`config.mk`:
```
export PLATFORM = sky130hd
export DESIGN_NAME = multicycle_ctrl
export DESIGN_NICKNAME = d
export VERILOG_FILES = /design/src/rtl/cpu_ctrl_pkg.sv /design/src/rtl/ctrl_out_decode.sv /design/src/rtl/multicycle_ctrl.sv
export SDC_FILE = /design/constraint.sdc
export NUM_CORES = 1
export LEC_CHECK = 0
export ABC_AREA = 1
export ABC_CLOCK_PERIOD_IN_PS = 2900
export BUFFER_PORTS_ARGS = -buffer_cell sky130_fd_sc_hd__clkbuf_2
export CAP_MARGIN = 20
export CELL_PAD_IN_SITES_DETAIL_PLACEMENT = 0
export CELL_PAD_IN_SITES_GLOBAL_PLACEMENT = 2
export CORE_ASPECT_RATIO = 1.75
export CORE_MARGIN = 5
export CORE_UTILIZATION = 28
export DETAILED_ROUTE_END_ITERATION = 8
export GPL_ROUTABILITY_DRIVEN = 0
export PLACE_DENSITY_LB_ADDON = 0.1
export SYNTH_ARGS = -nofsm -noshare
export SYNTH_HDL_FRONTEND = slang
export SYNTH_HIERARCHICAL = 1
export SYNTH_SLANG_ARGS = --single-unit
```
`constraint.sdc`:
```
create_clock -name clk -period 2.9 [get_ports clk]
set_clock_uncertainty 0.15 [all_clocks]
set_input_delay 0.435 -clock clk [delete_from_list [all_inputs] [get_ports clk]]
set_output_delay 0.435 -clock clk [all_outputs]
set_load 0.01 [all_outputs]
```
`src/rtl/cpu_ctrl_pkg.sv`:
```
`default_nettype none
// ------------------------------------------------------------------
// cpu_ctrl_pkg : shared encodings for the multicycle CPU controller
// Rev 1.0
// ------------------------------------------------------------------
package cpu_ctrl_pkg;

  typedef enum logic [2:0] {
    S_FETCH  = 3'd0,
    S_DECODE = 3'd1,
    S_EXEC   = 3'd2,
    S_MEM    = 3'd3,
    S_WB     = 3'd4,
    S_HALT   = 3'd5
  } state_e;

  localparam logic [3:0] C_OP_ADD  = 4'h0;
  localparam logic [3:0] C_OP_SUB  = 4'h1;
  localparam logic [3:0] C_OP_AND  = 4'h2;
  localparam logic [3:0] C_OP_OR   = 4'h3;
  localparam logic [3:0] C_OP_ADDI = 4'h4;
  localparam logic [3:0] C_OP_LW   = 4'h5;
  localparam logic [3:0] C_OP_SW   = 4'h6;
  localparam logic [3:0] C_OP_BEQ  = 4'h7;
  localparam logic [3:0] C_OP_JMP  = 4'h8;
  localparam logic [3:0] C_OP_HLT  = 4'hF;

  localparam logic [2:0] C_ALU_ADD = 3'b000;
  localparam logic [2:0] C_ALU_SUB = 3'b001;
  localparam logic [2:0] C_ALU_AND = 3'b010;
  localparam logic [2:0] C_ALU_OR  = 3'b011;

  localparam logic [1:0] C_PC_SEQ    = 2'b00;
  localparam logic [1:0] C_PC_BRANCH = 2'b01;
  localparam logic [1:0] C_PC_JUMP   = 2'b10;

  typedef enum logic [2:0] {
    OPC_ALU, OPC_ALUI, OPC_LW, OPC_SW, OPC_BEQ, OPC_JMP, OPC_HLT, OPC_NOP
  } op_class_e;

  // Opcodes arrive zero-extended so any OPW works; unknown values are NOPs.
  function automatic op_class_e op_class(input logic [31:0] op);
    op_class_e c;
    case (op)
      {28'd0, C_OP_ADD}, {28'd0, C_OP_SUB},
      {28'd0, C_OP_AND}, {28'd0, C_OP_OR}:  c = OPC_ALU;
      {28'd0, C_OP_ADDI}:                    c = OPC_ALUI;
      {28'd0, C_OP_LW}:                      c = OPC_LW;
      {28'd0, C_OP_SW}:                      c = OPC_SW;
      {28'd0, C_OP_BEQ}:                     c = OPC_BEQ;
      {28'd0, C_OP_JMP}:                     c = OPC_JMP;
      {28'd0, C_OP_HLT}:                     c = OPC_HLT;
      default:                               c = OPC_NOP;
    endcase
    return c;
  endfunction

  function automatic logic [2:0] alu_code(input logic [31:0] op);
    logic [2:0] a;
    case (op)
      {28'd0, C_OP_SUB}: a = C_ALU_SUB;
      {28'd0, C_OP_AND}: a = C_ALU_AND;
      {28'd0, C_OP_OR}:  a = C_ALU_OR;
      default:           a = C_ALU_ADD;
    endcase
    return a;
  endfunction

endpackage
`default_nettype wire

```
`src/rtl/ctrl_out_decode.sv`:
```
`default_nettype none
// ------------------------------------------------------------------
// ctrl_out_decode : combinational control-signal decode per FSM state
// Rev 1.0
// ------------------------------------------------------------------
module ctrl_out_decode
  import cpu_ctrl_pkg::*;
#(
  parameter int OPW = 4
) (
  input  logic           i_rst_act,
  input  logic [2:0]     i_state,
  input  logic [OPW-1:0] i_opcode,
  input  logic           i_zero,
  input  logic           i_mem_ready,
  output logic           o_pc_en,
  output logic           o_ir_en,
  output logic           o_ab_en,
  output logic           o_aluout_en,
  output logic           o_mdr_en,
  output logic           o_mem_rd,
  output logic           o_mem_wr,
  output logic           o_rf_we,
  output logic           o_wb_sel,
  output logic           o_alu_srcb,
  output logic [1:0]     o_pc_src,
  output logic [2:0]     o_alu_op,
  output logic           o_instr_done,
  output logic           o_halted
);

  op_class_e w_cls;

  always_comb begin
    w_cls        = op_class(32'(i_opcode));
    o_pc_en      = 1'b0;
    o_ir_en      = 1'b0;
    o_ab_en      = 1'b0;
    o_aluout_en  = 1'b0;
    o_mdr_en     = 1'b0;
    o_mem_rd     = 1'b0;
    o_mem_wr     = 1'b0;
    o_rf_we      = 1'b0;
    o_wb_sel     = 1'b0;
    o_alu_srcb   = 1'b0;
    o_pc_src     = C_PC_SEQ;
    o_alu_op     = C_ALU_ADD;
    o_instr_done = 1'b0;
    o_halted     = 1'b0;

    // While in reset only the pending fetch read is advertised.
    if (i_rst_act) begin
      o_mem_rd = 1'b1;
    end else begin
      case (i_state)
        S_FETCH: begin
          o_mem_rd = 1'b1;
          o_ir_en  = i_mem_ready;
          o_pc_en  = i_mem_ready;
        end
        S_DECODE: begin
          o_ab_en = 1'b1;
          if (w_cls == OPC_JMP) begin
            o_pc_en      = 1'b1;
            o_pc_src     = C_PC_JUMP;
            o_instr_done = 1'b1;
          end else if (w_cls == OPC_NOP) begin
            o_instr_done = 1'b1;
          end
        end
        S_EXEC: begin
          case (w_cls)
            OPC_ALU: begin
              o_aluout_en = 1'b1;
              o_alu_op    = alu_code(32'(i_opcode));
            end
            OPC_ALUI, OPC_LW, OPC_SW: begin
              o_aluout_en = 1'b1;
              o_alu_srcb  = 1'b1;
            end
            OPC_BEQ: begin
              o_alu_op     = C_ALU_SUB;
              o_pc_src     = C_PC_BRANCH;
              o_pc_en      = i_zero;
              o_instr_done = 1'b1;
            end
            default: ;
          endcase
        end
        S_MEM: begin
          if (w_cls == OPC_LW) begin
            o_mem_rd = 1'b1;
            o_mdr_en = i_mem_ready;
          end else if (w_cls == OPC_SW) begin
            o_mem_wr     = 1'b1;
            o_instr_done = i_mem_ready;
          end
        end
        S_WB: begin
          o_rf_we      = 1'b1;
          o_wb_sel     = (w_cls == OPC_LW);
          o_instr_done = 1'b1;
        end
        S_HALT: o_halted = 1'b1;
        default: ;
      endcase
    end
  end

endmodule
`default_nettype wire

```
`src/rtl/multicycle_ctrl.sv`:
```
`default_nettype none
// ------------------------------------------------------------------
// multicycle_ctrl : FSM controller for a multicycle CPU datapath
// Rev 1.0
// ------------------------------------------------------------------
module multicycle_ctrl
  import cpu_ctrl_pkg::*;
#(
  parameter int OPW  = 4,
  parameter int CNTW = 16
) (
  input  logic            clk,
  input  logic            rst,
  input  logic [OPW-1:0]  opcode,
  input  logic            zero,
  input  logic            mem_ready,
  output logic            pc_en,
  output logic            ir_en,
  output logic            ab_en,
  output logic            aluout_en,
  output logic            mdr_en,
  output logic            mem_rd,
  output logic            mem_wr,
  output logic            rf_we,
  output logic            wb_sel,
  output logic            alu_srcb,
  output logic [1:0]      pc_src,
  output logic [2:0]      alu_op,
  output logic [2:0]      state,
  output logic            instr_done,
  output logic            halted,
  output logic [CNTW-1:0] instr_count
);

  state_e          state_q, state_d;
  logic [CNTW-1:0] count_q, count_d;
  op_class_e       w_cls;

  always_ff @(posedge clk or negedge rst) begin
    if (!rst) begin
      state_q <= S_FETCH;
      count_q <= '0;
    end else begin
      state_q <= state_d;
      count_q <= count_d;
    end
  end

  always_comb begin
    w_cls   = op_class(32'(opcode));
    state_d = state_q;
    case (state_q)
      S_FETCH:  if (mem_ready) state_d = S_DECODE;
      S_DECODE: begin
        if (w_cls == OPC_HLT)                             state_d = S_HALT;
        else if (w_cls == OPC_JMP || w_cls == OPC_NOP)    state_d = S_FETCH;
        else                                              state_d = S_EXEC;
      end
      S_EXEC: begin
        if (w_cls == OPC_ALU || w_cls == OPC_ALUI)        state_d = S_WB;
        else if (w_cls == OPC_LW || w_cls == OPC_SW)      state_d = S_MEM;
        else                                              state_d = S_FETCH;
      end
      S_MEM: begin
        if (mem_ready) state_d = (w_cls == OPC_LW) ? S_WB : S_FETCH;
      end
      S_WB:     state_d = S_FETCH;
      S_HALT:   state_d = S_HALT;
      default:  state_d = S_FETCH;
    endcase
  end

  always_comb begin
    count_d = count_q + {{(CNTW-1){1'b0}}, instr_done};
  end

  assign state       = state_q;
  assign instr_count = count_q;

  ctrl_out_decode #(.OPW(OPW)) u_dec (
    .i_rst_act    (!rst),
    .i_state      (state_q),
    .i_opcode     (opcode),
    .i_zero       (zero),
    .i_mem_ready  (mem_ready),
    .o_pc_en      (pc_en),
    .o_ir_en      (ir_en),
    .o_ab_en      (ab_en),
    .o_aluout_en  (aluout_en),
    .o_mdr_en     (mdr_en),
    .o_mem_rd     (mem_rd),
    .o_mem_wr     (mem_wr),
    .o_rf_we      (rf_we),
    .o_wb_sel     (wb_sel),
    .o_alu_srcb   (alu_srcb),
    .o_pc_src     (pc_src),
    .o_alu_op     (alu_op),
    .o_instr_done (instr_done),
    .o_halted     (halted)
  );

endmodule
`default_nettype wire
```
After elaboration in Yosys (flattened, before gate mapping)
Memory sizes are Yosys's and may differ from the RTL's.
Index checks and enable logic that the tools add are counted.
{ "word_totals": {"output_inout_bits": 36, "elab_cells": 89, "ff_bits": 19, "memories": 2, "input_bits": 8, "romBits": 96} }
{ "classes": {"addsub": 1, "n_eq_ne": 22, "n_reduce_logical": 9, "n_mux": 53} }
{ "mem_list": {"columns": ["memory", "words", "word_bits", "read_ports", "rd_clocked_by_memory_dff", "write_ports", "line_no", "text"], "rows": [
  ["(no name shown)", 16, 3, 1, 0, 0, "cpu_ctrl_pkg.sv:44", "case (op)"],
  ["(no name shown)", 16, 3, 1, 0, 0, "cpu_ctrl_pkg.sv:44", null]
]} }
{ "ops": {"columns": ["op", "count"], "rows": [
  ["1-bit two-way mux", 35],
  ["3-bit equality test, second input constant", 8],
  ["3-bit two-way mux", 7],
  ["3-bit by 2-bit equality test with 1-bit output, second input constant", 6],
  ["16-bit by 1-bit adder with 16-bit output", 1],
  ["3-bit one-hot mux with 5 select lines", 1],
  ["3-bit by 1-bit equality test with 1-bit output, second input constant", 3],
  ["3-bit zero test", 3],
  ["4-bit by 2-bit equality test with 1-bit output, second input constant", 2],
  ["2-bit two-way mux", 4],
  ["2-bit one-hot mux with 3 select lines", 1],
  ["3-bit one-hot mux with 2 select lines", 1],
  ["4-bit by 1-bit equality test with 1-bit output, second input constant", 1],
  ["2-bit != test, second input constant", 2],
  ["1-bit one-hot mux with 4 select lines", 1],
  ["2-bit one-hot mux with 2 select lines", 1],
  ["4-bit OR reduction", 1],
  ["1-bit logical OR", 3],
  ["1-bit one-hot mux with 3 select lines", 1],
  ["3-bit OR reduction", 1],
  ["1-bit one-hot mux with 2 select lines", 1],
  ["2-bit AND reduction", 1]
]} }

Depth between registers and ports, before layout
Gate-level depths: netlist (run 1).
An unclocked memory read counts as a cell.
{ "depth": {"ltp_word": 7, "depth_mapped": 17, "ltp_nobuf": 17} }

By module
Netlist (run 1), hierarchy kept.
{ "modules_own_cells": {"columns": ["module", "instances", "area_per_inst_um2", "cells_each", "seq_area_each_um2"], "rows": [
  ["multicycle_ctrl", 1, 1048.5, 124, 475.5],
  ["ctrl_out_decode", 1, 427.9, 80, 0.0]
]} }

Least setup slack after synthesis (run 1)
No wires, ideal clock.
{ "synth_path": {"path_kind": "input to register", "start": "input opcode[0]", "end": "register count_q[12], in the netlist instr_count[12]", "n_path_buf": 0, "path_stages": 16, "required_ns": 2.628, "path_slack_ns": 0.224, "t_arrival_ns": 2.404, "setup_time_ns": 0.122, "cell_sequence": "inv_1 > ha_1 > nand2_2 > a21oi_2 > nand3_1 > nand2_1 > nor2_1 > nor2_1 > ha_1 > ha_1 > nand2_1 > nor2_2 > nand3_2 > nor2_4 > nand3_2 > xor2_1"} }
{ "synth_via": {"elab_chain_len": 7, "word_cells_on_any_way": 14, "classes_between": "1 x add/sub; 5 x eq/ne; 7 x mux; 1 x memory"} }
{ "synth_lines": {"columns": ["item", "line_no", "text"], "rows": [
  ["from (decl)", "multicycle_ctrl.sv:14", "input logic [OPW-1:0] opcode,"],
  ["memory 16 x 3 bit *", null, null],
  ["3-bit by 2-bit equality test with 1-bit output / 3-bit equality test (equally long branches)", "ctrl_out_decode.sv:94, ctrl_out_decode.sv:67", null],
  ["1-bit two-way mux, on equally long branches", "ctrl_out_decode.sv:94, ctrl_out_decode.sv:67", null],
  ["1-bit two-way mux, on equally long branches", "ctrl_out_decode.sv:91, ctrl_out_decode.sv:63", null],
  ["1-bit one-hot mux with 4 select lines *", "ctrl_out_decode.sv:55", "case (i_state)"],
  ["1-bit two-way mux *", "ctrl_out_decode.sv:52", "if (i_rst_act) begin"],
  ["via instr_done", "multicycle_ctrl.sv:30", "output logic instr_done,"],
  ["16-bit by 1-bit adder with 16-bit output *", "multicycle_ctrl.sv:74", "count_d = count_q + {{(CNTW-1){1'b0}}, instr_done};"],
  ["via count_d[12]", "multicycle_ctrl.sv:36", "logic [CNTW-1:0] count_q, count_d;"],
  ["to (signal assigned)", "multicycle_ctrl.sv:45", "count_q <= count_d;"],
  ["to (decl)", "multicycle_ctrl.sv:36", null]
]} }
The timed path passes the listed nets; every way through them passes the cells marked *.
A chain may end at the register's enable or synchronous reset.

Worst setup path after layout (run 1)
{ "layout_path": {"start": "input opcode[1]", "end": "register count_q[12], in the netlist instr_count[12]"} }
{ "layout_via": {"elab_chain_len": 7, "word_cells_on_any_way": 14, "classes_between": "1 x add/sub; 5 x eq/ne; 7 x mux; 1 x memory"} }
{ "layout_lines": {"columns": ["item", "line_no"], "rows": [
  ["memory 16 x 3 bit *", null],
  ["3-bit by 2-bit equality test with 1-bit output / 3-bit equality test (equally long branches)", "ctrl_out_decode.sv:94, ctrl_out_decode.sv:67"],
  ["1-bit two-way mux, on equally long branches", "ctrl_out_decode.sv:94, ctrl_out_decode.sv:67"],
  ["1-bit two-way mux, on equally long branches", "ctrl_out_decode.sv:91, ctrl_out_decode.sv:63"],
  ["1-bit one-hot mux with 4 select lines *", "ctrl_out_decode.sv:55"],
  ["1-bit two-way mux *", "ctrl_out_decode.sv:52"],
  ["16-bit by 1-bit adder with 16-bit output *", "multicycle_ctrl.sv:74"],
  ["via count_d[12]", "multicycle_ctrl.sv:36"]
]} }
Marked as above.

==> results of run 1 <==
[logic make-up after synthesis]
logic type | count (synthesis) | share of synthesized area
AO/OA/AOI/OAI | 10 | 0.0407
XOR/XNOR | 14 | 0.0831
adder cells (fa/ha/maj) | 8 | 0.0678
buffers and inverters | 35 | 0.0983
flip-flops | 19 | 0.322
other | 1 | 0.00254
AND/OR/NAND/NOR | 117 | 0.386
[layout make-up]
| cell class | instances | share of cell area |
|---|---|---|
| inverters | 32 | 0.0670 |
| clock buffers | 4 | 0.0246 |
| flip-flops and latches | 19 | 0.260 |
| multi-input cells | 150 | 0.468 |
| well taps | 55 | 0.0376 |
| repair buffers | 49 | 0.144 |
[per-stage QoR]
step                power, uW  worst slack (ns)   util  hold slack (ns)
floorplan                 659             0.224      -          -0.0106
global placement          856            0.0282  0.343            0.292
detailed placement        850          -0.00990  0.343            0.292
CTS                      1040             0.262  0.351           0.0136
global route             1120            0.0708  0.351           0.0235
finish                   1010             0.287  0.351          0.00901
[power breakdown]
group	internal (uW)	total, uW	switching, uW
registers	315	386	70.1
clock network	97.4	177	79.5
logic	166	448	282
[cells in the final DEF (no fill, tap or decap)]
cell type and n:
a211oi_1 1, a21oi_1 3, a21oi_2 1, buf_4 7, clkbuf_1 1, clkbuf_2 42
clkbuf_8 3, conb_1 1, dfrtp_1 19, ha_1 8, inv_1 29, inv_2 2
inv_4 1, nand2_1 45, nand2_2 2, nand2_4 2, nand3_1 19, nand3_2 4
nand4_1 4, nor2_1 27, nor2_2 3, nor2_4 2, nor3_1 4, nor3_2 3
nor4_1 1, o21ai_0 3, o21ai_1 1, o21ai_2 1, or2_2 1, xnor2_1 5
xor2_1 9
[metal layers]
layer | share of wire | vias to the layer above
met1 | 0.35 | 639
met2 | 0.59 | 34
met4 | 0.036 | 0
met3 | 0.028 | 10
li1 | - | 736
met5 | 0 | -
[path summary, 6_finish.rpt]
kind	from	end	slack (ns)
max	opcode[1]	instr_count[12]	0.29
max reg2reg	state[1]	instr_count[12]	0.36
max in group asynchronous	rst	instr_count[1]	2.39
min reg2reg	instr_count[15]	instr_count[15]	0.32
min	rst	state[2]	0.009
min in group clk	instr_count[15]	instr_count[15]	0.32
[sequential cells by signal, indices dropped and copies added, names as in the netlist]
name	cells
instr_count	16
state	3
==> results.py, run 1 <==
metrics = {
    "yosys": {
        "synth_area_mm2": 0.00148,
        "ys_ff_latch": 19,
        "ys_seq_area_frac": 0.322,
        "yosysMostFrequentCell": "nand2_1",
        "synth_top_area_cell": "dfrtp_1",
        "syn_inst": 204,
        "synth_top_area_frac": 0.322,
        "synth_ff_type": "dfrtp_1",
        "syn-num-nets": 220,
        "synth_edf_count": 0,
        "netlist_top_cells_count": "nand2_1 (45), inv_1 (29), nor2_1 (27)",
        "ys.warnings.count": 6,
        "ys_types": 30,
        "synthArstFlopShare": 1.00,
        "syn_avg_cell_area_um2": 7.24,
        "yosys-top-cells-area": "dfrtp_1 (32%), nand2_1 (11%), inv_1 (7.4%)",
    },
    "clock_tree": {
        "cts_tree": "yes",
        "cts_setup_buffers": 0,
        "clk_pin_slew_ns": 0.07,
        "cts_sinks": 19,
        "cts_resized": 0,
        "cts_buffers": 3,
        "cts-root-buf": "clkbuf_8",
        "htree_levels": 1,
        "holdBufCountCts": 0,
        "insertion_delay_ns": 0.25,
        "max-clock-path-buffers": 2,
    },
    "cells_and_area": {
        "stdcell_count": 309,
        "syn2layout_area_growth_pct": 24.0,
        "n_antenna_cell": 0,
        "seq_area_um2": 475,
        "drive_gt1_frac": 0.291,
        "multi_input_area_um2": 856,
        "nets": 271,
        "n_fill_cell": 602,
        "post-route-cell-area_mm2": 0.00183,
    },
    "critical_path": {
        "crit_type": "input pin to flop",
        "path_cells": "clkbuf_2, inv_1, ha_1, nand2_2, nand2_1, o21ai_2, nand3_2, nand2_1, nor2_1, nor2_1, ha_1, ha_1, nand2_1, nor2_2, nand3_2, nor2_4, nand3_2, xor2_1",
        "crit_path_end_kind": "flop",
        "cpMaxStageDelayCell": "ha_1",
        "worstSetupStartpointType": "input pin",
        "required_ns": 2.89,
        "worst_path_largest_cell_delay_ns": 0.28,
        "r2r.worst_path.cells": 14,
        "path_depth": 18,
        "crit_buf_inv": 2,
        "arrival_ns": 2.60,
        "critPathMaxFanout": 5,
        "path_delay_family": "simple AND/OR/NAND/NOR gates",
    },
    "timing": {
        "final.period_utilization": 0.901,
        "fin_crit_ns": 2.61,
        "maxSlewViolCount": 0,
        "clock.fmax_mhz": 383,
        "fin_tns_setup_ns": 0,
        "hold_viol_final": 0,
        "rsz0062_at_grt": "false",
        "setup_violations": 0,
    },
    "worst_hold_path": {
        "timing.hold.worst.class": "input pin to asynchronous set/reset pin",
    },
    "place": {
        "numPortBuffers": 42,
        "place_area_mm2": 0.00179,
        "dp.cells": 305,
        "dp_hpwl_um": 3580,
    },
    "drt": {
        "vias": 1419,
        "wl_per_cell_um": 13.4,
        "antenna_left": 0,
        "drt-initial-drc-count": 45,
        "finalWirelength_um": 4130,
        "viasPerCell": 4.59,
        "drc": 0,
        "drtPass1Iterations": 4,
    },
    "global_routing": {
        "first_global_vias": 1511,
        "busiest_layer": "met2",
        "grt_pass1_wl_um": 6860,
        "grt_max_degree": 20,
        "grt.overflow.total": 0,
        "antenna_found_initial": 0,
        "use_met1": 0.120,
        "grt_usage": 0.130,
        "grtUsageMet3": 0.00951,
        "globalRouteMet2Util": 0.261,
    },
    "floorplan": {
        "die_area_mm2": 0.00688,
        "io_pins": 44,
        "die_x_um": 64.9,
        "fp.coreArea_mm2": 0.00521,
        "die_y_um": 106,
        "rows": 35,
        "start_util": 0.283,
    },
    "run": {
        "max-cap-violations": 0,
    },
    "run_status": {
        "status": "finished, final reports clean",
    },
    "power_and_ir_drop": {
        "p_leak_uw": 0.00103,
        "ir_drop_v": 0.000179,
        "power_density_mw_per_mm2": 552,
    },
}
No activity file was read; power rests on OpenSTA's default activity.
==> run 2, diff against run 1 <==
Settings changed: CORE_UTILIZATION 28 to 29, CTS_BUF_LIST set to sky130_fd_sc_hd__clkbuf_4 sky130_fd_sc_hd__clkbuf_8.
==> results.py, run 2 (same netlist as run 1, synthesis figures left out) <==
metrics = {
    "run_status": {
        "status": "finished, final reports clean",
    },
    "clock_tree": {
        "holdBufCountCts": 0,
        "cts_tree": "yes",
        "max-clock-path-buffers": 2,
        "insertion_delay_ns": 0.25,
        "cts_buffers": 3,
        "htree_levels": 1,
        "cts_sinks": 19,
        "cts-root-buf": "clkbuf_8",
        "clk_pin_slew_ns": 0.07,
        "cts_resized": 0,
        "cts_setup_buffers": 0,
    },
    "worst_hold_path": {
        "timing.hold.worst.class": "input pin to asynchronous set/reset pin",
    },
    "power_and_ir_drop": {
        "ir_drop_v": 0.000311,
        "power_density_mw_per_mm2": 557,
        "p_leak_uw": 0.00103,
    },
    "place": {
        "dp_hpwl_um": 3650,
        "numPortBuffers": 42,
        "dp.cells": 304,
    },
    "timing": {
        "maxSlewViolCount": 0,
        "clock.fmax_mhz": 384,
        "hold_viol_final": 0,
        "rsz0062_at_grt": "false",
        "fin_tns_setup_ns": 0,
        "fin_crit_ns": 2.61,
        "worst_hold_slack_ns": 0.00776,
        "setup_violations": 0,
        "final.period_utilization": 0.898,
    },
    "global_routing": {
        "antenna_found_initial": 0,
        "grt.overflow.total": 0,
        "grt_pass1_wl_um": 7020,
        "grt_usage": 0.131,
        "grt_max_degree": 20,
        "first_global_vias": 1541,
    },
    "drt": {
        "drc": 0,
        "antenna_left": 0,
        "routed-wl-met2_um": 2570,
        "vias": 1453,
        "met1Wirelength_um": 1410,
        "dr_wl_met3_um": 157,
        "drtPass1Iterations": 4,
        "top_layer_used": "met4",
        "drt-initial-drc-count": 41,
        "finalWirelength_um": 4240,
        "wl_per_cell_um": 13.8,
        "viasPerCell": 4.72,
    },
    "critical_path": {
        "arrival_ns": 2.60,
        "worst_r2r_endpoint": "instr_count[12]",
        "required_ns": 2.89,
        "crit_path_end_kind": "flop",
        "worstSetupStartpointType": "input pin",
        "r2r.worst_path.cells": 14,
        "crit_type": "input pin to flop",
        "critPathMaxFanout": 5,
        "timing.rr.start": "state[1]",
        "regToRegSetupSlack_ns": 0.36,
    },
    "cells_and_area": {
        "fin_util": 0.368,
        "stdcell_count": 308,
        "layout_common_cells": "nand2_1 (45), clkbuf_2 (42), inv_1 (29)",
        "mostFrequentLayoutCell": "nand2_1",
        "syn2layout_area_growth_pct": 24.2,
        "drive_gt1_frac": 0.295,
        "n_fill_cell": 578,
        "n_antenna_cell": 0,
        "nets": 271,
        "largest_reg_flops": 16,
    },
    "floorplan": {
        "die_area_mm2": 0.00667,
        "io_pins": 44,
        "rows": 34,
        "start_util": 0.297,
        "die_x_um": 63.9,
        "fp.coreArea_mm2": 0.00498,
        "die_y_um": 104,
    },
    "run": {
        "max-cap-violations": 0,
    },
}
run 2: metrics by stage:
step | area, um^2 | total power, uW | setup slack, ns
after floorplan | 1480 | 659 | 0.224
after global placement | 1780 | 856 | 0.0217
after detailed placement | 1780 | 850 | -0.00316
after CTS | 1830 | 1040 | 0.270
after global routing | 1830 | 1120 | 0.0202
final | 1830 | 1020 | 0.294
run 2: layout make-up:
cell class,count,area [um^2],share of cell area
inverter,32,123,0.0669
multi-input combinational,150,856,0.467
sequential,19,475,0.259
clock buffer,4,48.8,0.0266
tap,54,67.6,0.0369
timing repair buffer,49,263,0.143
run 2: where the power goes:
group	internal [uW]	switching, uW	leakage, uW
Sequential	315	66.4	0.000241
Clock	107	83.4	0.0000262
Combinational	167	282	0.000765
run 2: worst max-delay path by stage:
| stage | endpoint | depth (start not counted) | start | slack [ns] |
|---|---|---|---|---|
| final | instr_count[12] | 18 | opcode[0] | 0.29 |
| after CTS | instr_count[12] | 18 | opcode[0] | 0.27 |
| after detailed placement | instr_count[12] | 18 | opcode[0] | -0.003 |
| after global placement | instr_count[12] | 18 | opcode[0] | 0.02 |
| after floorplan | instr_count[12] | 16 | opcode[0] | 0.22 |
| after global routing | instr_count[12] | 18 | opcode[1] | 0.02 |
run 2: worst max-delay path, cell delays in order:
cell      delay (ns)
clkbuf_2        0.13
inv_1           0.07
ha_1            0.31
nand2_2         0.08
nand2_1         0.06
o21ai_2         0.10
nand3_2         0.12
nand2_1         0.08
nor2_1          0.04
nor2_1          0.12
ha_1            0.19
ha_1            0.18
nand2_1         0.07
nor2_2          0.13
nand3_2         0.14
nor2_4          0.14
nand3_2         0.08
xor2_1          0.14
run 2: routing by layer:
metal	up-vias	track usage
met5	-	0
met3	8	0.0130
met1	672	0.120
met2	35	0.264
li1	738	-
met4	0	0.0639
==> run 3, diff against run 2 <==
Settings changed: ABC_CLOCK_PERIOD_IN_PS 2900 to 2910, SETUP_SLACK_MARGIN set to 0.4.
Clock period 2.9 ns to 2.91 ns, I/O delays scaled along.
==> results.py, run 3 (same netlist as run 1, synthesis figures left out) <==
metrics = {
    "place": {
        "dp_hpwl_um": 3500,
        "numPortBuffers": 42,
    },
    "critical_path": {
        "crit_type": "input pin to flop",
        "worstSetupStartpointType": "input pin",
        "required_ns": 2.90,
        "timing.rr.start": "state[2]",
        "crit_path_end_kind": "flop",
        "regToRegSetupSlack_ns": 0.54,
        "cpMaxStageDelayCell": "ha_4",
        "worst_r2r_endpoint": "instr_count[12]",
        "path_cells": "buf_8, inv_12, ha_4, nand2_4, a21oi_4, nand3_1, nand2_1, nor2_1, nor2_2, ha_2, ha_4, nand2_2, nor2_4, nand3_4, nor2_4, nand3_2, xor2_1",
        "worst_path_largest_cell_delay_ns": 0.26,
        "r2r.worst_path.cells": 15,
        "critPathMaxFanout": 5,
        "arrival_ns": 2.39,
    },
    "cells_and_area": {
        "layout_common_cells": "nand2_1 (43), clkbuf_2 (39), inv_1 (26)",
        "n_fill_cell": 553,
        "n_antenna_cell": 0,
        "syn2layout_area_growth_pct": 38.2,
        "drive_gt1_frac": 0.382,
        "mostFrequentLayoutCell": "nand2_1",
        "nets": 279,
        "largest_reg_flops": 16,
    },
    "power_and_ir_drop": {
        "p_seq_frac": 0.336,
        "ir_drop_v": 0.000315,
        "power_density_mw_per_mm2": 559,
        "p_leak_uw": 0.00108,
        "p_comb_frac": 0.494,
        "netSwitchingFraction": 0.421,
        "p_sw_uw": 481,
        "internal_power_uw": 660,
        "clock_power_share": 0.169,
    },
    "timing": {
        "worst_hold_slack_ns": 0.00359,
        "hold_viol_final": 0,
        "clock.fmax_mhz": 418,
        "final.period_utilization": 0.822,
        "maxSlewViolCount": 0,
        "setup_violations": 0,
        "fin_tns_setup_ns": 0,
        "fin_crit_ns": 2.39,
        "rsz0062_at_grt": "false",
    },
    "global_routing": {
        "grt_usage": 0.132,
        "grt_pass1_wl_um": 7090,
        "grt.overflow.total": 0,
        "antenna_found_initial": 0,
        "first_global_vias": 1517,
        "grt_max_degree": 20,
    },
    "drt": {
        "antenna_left": 0,
        "drc": 0,
        "vias": 1480,
        "drt-initial-drc-count": 50,
        "drtPass1Iterations": 4,
        "viasPerCell": 4.68,
        "finalWirelength_um": 4260,
        "wl_per_cell_um": 13.5,
    },
    "clock_tree": {
        "cts_buffers": 3,
        "cts-root-buf": "clkbuf_8",
        "holdBufCountCts": 0,
        "cts_tree": "yes",
        "cts_sinks": 19,
        "htree_levels": 1,
        "max-clock-path-buffers": 2,
        "clk_pin_slew_ns": 0.07,
        "insertion_delay_ns": 0.25,
    },
    "floorplan": {
        "die_area_mm2": 0.00667,
        "die_x_um": 63.9,
        "die_y_um": 104,
        "fp.coreArea_mm2": 0.00498,
        "io_pins": 44,
        "rows": 34,
        "start_util": 0.297,
    },
    "run": {
        "max-cap-violations": 0,
    },
    "run_status": {
        "status": "finished, final reports clean",
    },
    "worst_hold_path": {
        "timing.hold.worst.class": "input pin to asynchronous set/reset pin",
    },
}
[run 3: timing repair]
action	CTS	global route
pin swaps	3	8
setup buffers	2	10
gates resized for setup	9	11
setup endpoints to repair	3	7
[run 3: critical path: cells and delay by family]
family	cells	cell delay, ns
buffers and inverters	2	0.16
XOR/XNOR	1	0.15
adder cells (fa/ha/maj)	3	0.62
AO/OA/AOI/OAI	1	0.14
AND/OR/NAND/NOR	10	0.88
[run 3: power groups by stage]
stage          clock, uW  combinational [uW]  sequential, uW
2_1_floorplan          0                 274             406
3_3_place_gp           0                 473             396
3_5_place_dp           0                 468             394
4_1_cts              202                 505             387
5_1_grt              211                 630             395
6_report             193                 564             384
[run 3: metrics by stage]
step	instances	worst slack (ns)	util	total power [uW]	instance area, um^2
after floorplan	204	0.374	-	680	1560
after global placement	300	0.0680	0.369	869	1830
after detailed placement	300	0.0375	0.369	862	1830
after CTS	306	0.420	0.388	1090	1930
after global routing	316	0.386	0.410	1240	2040
final	316	0.517	0.410	1140	2040
[run 3: area by class of cell]
class	instances	area, um^2	share of cell area
multi-input combinational	150	961	0.471
clock buffer	4	48.8	0.0239
inverter	32	140	0.0687
timing repair buffer	57	345	0.169
tap	54	67.6	0.0331
sequential	19	478	0.234
[run 3: how the worst max path moves through the flow]
stage | endpoint | from | depth (start not counted) | slack, ns
finish | instr_count[12] | opcode[0] | 17 | 0.52
global route | instr_count[12] | state[1] | 15 | 0.39
CTS | instr_count[12] | opcode[1] | 18 | 0.42
detailed placement | instr_count[12] | opcode[0] | 18 | 0.04
global placement | instr_count[12] | opcode[0] | 17 | 0.07
floorplan | instr_count[12] | opcode[0] | 16 | 0.37
[run 3: routing by layer]
layer,GRT usage,share of wire,up-vias
met5,0,0,-
met4,0.0609,0.023,0
met3,0.0141,0.039,7
met2,0.260,0.61,29
met1,0.128,0.33,694
li1,-,-,750
